[src/rtl/dummy_lzc_drain.sv]
// dummy_lzc_drain: captures a request vector and drains it one set bit per
// output handshake, in trailing-zero (MODE=0) or leading-zero (MODE=1) order.
module dummy_lzc_drain #(
  parameter int unsigned WIDTH = 16,
  parameter bit          MODE  = 1'b0,
  localparam int unsigned IDX_W = (WIDTH > 1) ? $clog2(WIDTH) : 1
) (
  input  logic             clk_i,
  input  logic             rst_ni,
  input  logic             clear_i,
  input  logic [WIDTH-1:0] vec_i,
  input  logic             vec_valid_i,
  output logic             vec_ready_o,
  output logic [IDX_W-1:0] idx_o,
  output logic             idx_valid_o,
  input  logic             idx_ready_i,
  output logic [WIDTH-1:0] pending_o,
  output logic [IDX_W:0]   emitted_o,
  output logic             busy_o,
  output logic             done_o
);

  typedef enum logic {
    IDLE  = 1'b0,
    DRAIN = 1'b1
  } state_e;

  localparam logic [IDX_W:0] EMIT_ONE = {{IDX_W{1'b0}}, 1'b1};

  state_e           state_q, state_d;
  logic [WIDTH-1:0] pending_q;
  logic [WIDTH-1:0] pending_clr;
  logic [IDX_W:0]   emitted_q;
  logic             done_q;
  logic [IDX_W-1:0] sel_idx;
  logic             sel_empty;

  // Priority select over pending bits. Yields the bit position directly, which
  // equals the trailing-zero count for MODE=0 and WIDTH-1-leading-zero count
  // for MODE=1; zero when nothing is pending.
  always_comb begin
    sel_idx   = '0;
    sel_empty = 1'b1;
    for (int unsigned i = 0; i < WIDTH; i++) begin
      if (MODE) begin
        if (pending_q[i]) begin
          sel_idx   = IDX_W'(i);
          sel_empty = 1'b0;
        end
      end else begin
        if (pending_q[WIDTH-1-i]) begin
          sel_idx   = IDX_W'(WIDTH-1-i);
          sel_empty = 1'b0;
        end
      end
    end
  end

  // Next-state and handshake outputs.
  always_comb begin
    state_d     = state_q;
    vec_ready_o = 1'b0;
    idx_valid_o = 1'b0;
    busy_o      = 1'b0;
    pending_clr = pending_q & ~(WIDTH'(1) << sel_idx);
    case (state_q)
      IDLE: begin
        vec_ready_o = 1'b1;
        if (vec_valid_i && (vec_i != '0)) begin
          state_d = DRAIN;
        end
      end
      DRAIN: begin
        idx_valid_o = 1'b1;
        busy_o      = 1'b1;
        if (idx_ready_i && (pending_clr == '0)) begin
          state_d = IDLE;
        end
      end
      default: state_d = IDLE;
    endcase
    if (clear_i) begin
      state_d = IDLE;
    end
  end

  // State register.
  always_ff @(posedge clk_i) begin
    if (!rst_ni) begin
      state_q <= IDLE;
    end else begin
      state_q <= state_d;
    end
  end

  // Vector storage, emit counter and done pulse; reset and clear both abort
  // silently.
  always_ff @(posedge clk_i) begin
    if (!rst_ni || clear_i) begin
      pending_q <= '0;
      emitted_q <= '0;
      done_q    <= 1'b0;
    end else begin
      done_q <= 1'b0;
      case (state_q)
        IDLE: begin
          if (vec_valid_i) begin
            emitted_q <= '0;
            if (vec_i != '0) begin
              pending_q <= vec_i;
            end else begin
              done_q <= 1'b1;
            end
          end
        end
        DRAIN: begin
          if (idx_ready_i) begin
            pending_q <= pending_clr;
            emitted_q <= emitted_q + EMIT_ONE;
            if (pending_clr == '0) begin
              done_q <= 1'b1;
            end
          end
        end
        default: ;
      endcase
    end
  end

  assign idx_o     = sel_idx;
  assign pending_o = pending_q;
  assign emitted_o = emitted_q;
  assign done_o    = done_q;

  // A drained vector must never leave DRAIN with nothing selectable.
  a_no_empty_in_drain: assert property (
    @(posedge clk_i) disable iff (!rst_ni) (state_q == DRAIN) |-> !sel_empty
  );

endmodule

[config.mk]
export PLATFORM = sky130hd
export DESIGN_NAME = dummy_lzc_drain
export DESIGN_NICKNAME = d
export VERILOG_FILES = /design/src/rtl/dummy_lzc_drain.sv
export SDC_FILE = /design/constraint.sdc
export NUM_CORES = 1
export LEC_CHECK = 0
export ABC_AREA = 1
export CAP_MARGIN = 20
export CORE_MARGIN = 10
export CORE_UTILIZATION = 46
export CTS_CLUSTER_DIAMETER = 200
export DETAILED_ROUTE_END_ITERATION = 12
export MAX_ROUTING_LAYER = met4
export PLACE_DENSITY = 0.92
export SLEW_MARGIN = 20
export SYNTH_ARGS = -nofsm -noshare
export SYNTH_HDL_FRONTEND = slang
export SYNTH_SLANG_ARGS = --single-unit
[constraint.sdc]
create_clock -name clk_i -period 2 [get_ports clk_i]
set_input_delay 0.3 -clock clk_i [delete_from_list [all_inputs] [get_ports clk_i]]
set_output_delay 0.3 -clock clk_i [all_outputs]
set_load 0.03 [all_outputs]
==> run summary <==
Crit-path max FO -> 2
Post-route antenna net violation count -> 0
DRT Pass-1 Iters -> 5
First-pass GRT wire length -> 9.673 mm
Highest Clock Rate -> 450.3 MHz
Total CTS buffers -> 3
Post-synthesis sequential area ratio -> 29.30%
Slew margin rel. -> 65.11%
Num Clock Sinks -> 23
Final GP Congestion -> 0.9504
Top post-synthesis cells by area -> dfxtp_1 29%, nand2_1 14%, a21oi_1 7.0%, o21ai_0 6.1%, inv_1 6.0%
CTS tree -> built
Max-slew violations -> 0
Library cells used by synthesis -> 38
Max-Cap Viols -> 0
Setup WS post-layout -> -0.2208 ns
Cts hold-fix bufs -> 0
Initial Util -> 47.47%
Hold depth -> 1
Yosys top cell by area -> dfxtp_1
Syn. warnings -> 0
Placed Instance Area -> 2355 sq um
Failing checks -> negative setup slack
DR vias/cell -> 5.709
EDFF count, synth -> 0
Arr. time, crit path -> 2.43 ns
Rows -> 21
I/O Buffers -> 49
Synth Register Bits -> 23
Synthesized net count -> 259
CP max stage cell -> dfxtp_4
Die Span X -> 78.45 um
Core Box Area -> 3311 sq um
Antenna diodes -> 0
Final Setup Violations -> 9
Worst Path Buf+Inv -> 2
Worst-Skew Late Latency -> 0.33 ns
Residual DRC -> 0
Internal cell power -> 852.9 uW
DRT iter0 DRCs -> 238
Fin crit share -> 111.0%
CTS clk-pin slew, worst paths -> 0.13 ns
Nets -> 351
P_sw -> 564.8 uW
Initial antenna violation count -> 0
Worst Skew -> 0.005236 ns
Total GRT Usage -> 19.50%
Routed Wire Length -> 6.154 mm
Via Count -> 2135
Gr ovfl total -> 0
Count leader, synth -> nand2_1
Finished Cell Area -> 2546 sq um
Seq pwr share -> 34.7%
Layout cell share with drive strength beyond 1 -> 33.84%
Worst path depth -> 23
Switching share of power -> 39.84%
CTS Buffer Depth -> 2
Clock share of power -> 15.8%
Largest net degree at the start of global routing -> 33
Crit path largest cell delay -> 0.37 ns
Worst hold start -> emitted_o[4]
DP Wirelength -> 4.470 mm
Worst VDD drop -> 0.3329 mV
Worst path most repeated cell -> nand2_1
Mapped Avg Cell Area -> 6.631 sq um
Dpl ws -> -0.2231 ns
Wire per inst -> 16.45 um
R2r worst-path depth -> 23
Mapped cell area -> 1572 sq um
CP startpoint kind -> register
Most frequent cells after synthesis -> 57 x nand2_1, 25 x inv_1, 23 x dfxtp_1
I/O pin count -> 50
Logic pwr share -> 49.5%
Worst slew pin tran -> 0.5228 ns
Area growth syn-to-layout -> 62.02%
Crit-path cells -> inv_2 -> nand2_1 -> nand2_1 -> nand2_1 -> nand2_1 -> nand2_1 -> nand2_1 -> nand2_1 -> nand2_1 -> nand2_1 -> nand2_1 -> nand2_1 -> nand2_2 -> buf_6 -> nand4_1 -> o21ai_2 -> nand2_1 -> nor2_2 -> nand2_1 -> nor2_2 -> nand3_2 -> nand2_1 -> a21oi_1
Outcome -> finished, violations left
Share of the synthesized area in the top cell type -> 29.30%
Critical Path RT -> 2.21 ns
Min-delay worst type -> reg2reg
Top FF cell, synth -> dfxtp_1
Pwr/cell area -> 556.8 nW/um^2
CP startpoint -> pending_o[14]
Critical path class -> reg2reg
RSZ-0062 raised after global routing -> yes
R2r startpoint -> pending_o[14]
Tmin final -> 2.221 ns
Root Buffer -> clkbuf_4
Leakage power -> 1.073 nW
Die Footprint -> 6154 sq um
Async set-reset flop share out of synthesis -> 0%
Final setup TNS -> -0.9442 ns
CTS HTree Levels -> 1
Chip height -> 78.45 um
Final Hold Vio Count -> 0
CP top delay family -> simple AND/OR/NAND/NOR gates
Kind of end point of the critical path -> register
Syn Inst Count -> 237
Vias in the first global route -> 2086
## registers in the layout, indices dropped and copies added (netlist names)
register and count:
done_o 1, emitted_o 5, pending_o 16, state_q 1
## through the flow
step	instances	util (%)	hold slack, ns	total power, mW
2_1_floorplan	237	-	0.4563	0.8361
6_report	374	76.91	0.4801	1.418
3_3_place_gp	358	71.13	0.4522	1.054
4_1_cts	371	74.57	0.4790	1.358
5_1_grt	374	76.91	0.5031	1.482
3_5_place_dp	358	71.13	0.4651	1.071
## cell families after synthesis
kind of cell	after synthesis	share of synthesized area (%)
flops	23	29.30
buf+inv	41	10.19
fa+ha+maj	1	0.7961
simple gates	109	35.11
compound gates	63	24.60
## routing by layer
| layer | part of all wire, % | up-vias | wire (um) | global-route usage [%] |
|---|---|---|---|---|
| li1 | - | 988 | - | - |
| met1 | 37 | 981 | 2271 | 19.76 |
| met2 | 50 | 137 | 3091 | 33.72 |
| met3 | 8.6 | 29 | 532 | 4.100 |
| met4 | 4.2 | 0 | 259 | 12.01 |
| met5 | 0 | - | 0 | - |
## layout make-up
class | count | area, sq um
timing repair buffer | 95 | 844.6
multi-input combinational | 173 | 998.5
clock inverter | 1 | 5.005
fill | 235 | 764.5
tap | 46 | 57.56
inverter | 33 | 127.6
clock buffer | 3 | 22.52
sequential | 23 | 490.5
## worst paths after layout
kind | slack, ns | to
worst min register to register | 0.48 | emitted_o[4]
worst max register to register | -0.22 | state_q
worst min-delay path | 0.48 | emitted_o[4]
worst max-delay path | -0.22 | state_q
## power groups by stage
stage	Combinational [mW]	Clock (mW)	Sequential (mW)
floorplan	0.304	0	0.532
global route	0.745	0.244	0.494
global placement	0.554	0	0.500
detailed placement	0.571	0	0.501
CTS	0.635	0.232	0.490
finish	0.702	0.225	0.491
## cell usage in the layout (no fill, tap or decap), types with 3 or more instances in the layout
cell type	n
nand2_1	56
buf_4	44
clkdlybuf4s50_1	43
a21oi_1	22
inv_1	19
o21ai_0	17
nand4_1	11
dfxtp_1	11
inv_2	10
nor2_1	9
o211ai_1	7
buf_6	7
nand3_1	6
o21ai_2	6
dfxtp_2	6
dfxtp_4	6
nor2_2	5
nand2_2	4
nor4_1	4
nand3_2	3
nand2_4	3
clkbuf_4	3
## worst reg2reg max path, cell delays in order, from the launching register on
cell and delay [ns]:
dfxtp_4 0.37, inv_2 0.05, nand2_1 0.04, nand2_1 0.05, nand2_1 0.04, nand2_1 0.06
nand2_1 0.05, nand2_1 0.05, nand2_1 0.04, nand2_1 0.05, nand2_1 0.05, nand2_1 0.05
nand2_1 0.06, nand2_2 0.10, buf_6 0.11, nand4_1 0.13, o21ai_2 0.20, nand2_1 0.08
nor2_2 0.12, nand2_1 0.08, nor2_2 0.12, nand3_2 0.08, nand2_1 0.07, a21oi_1 0.06
## timing repair
action,4_1_cts,5_1_grt
endpoints found under the setup margin,9,17
pin swaps,4,12
buffers inserted,9,3
resized for setup,9,20
Note: power is estimated with default switching activity, not from simulation.
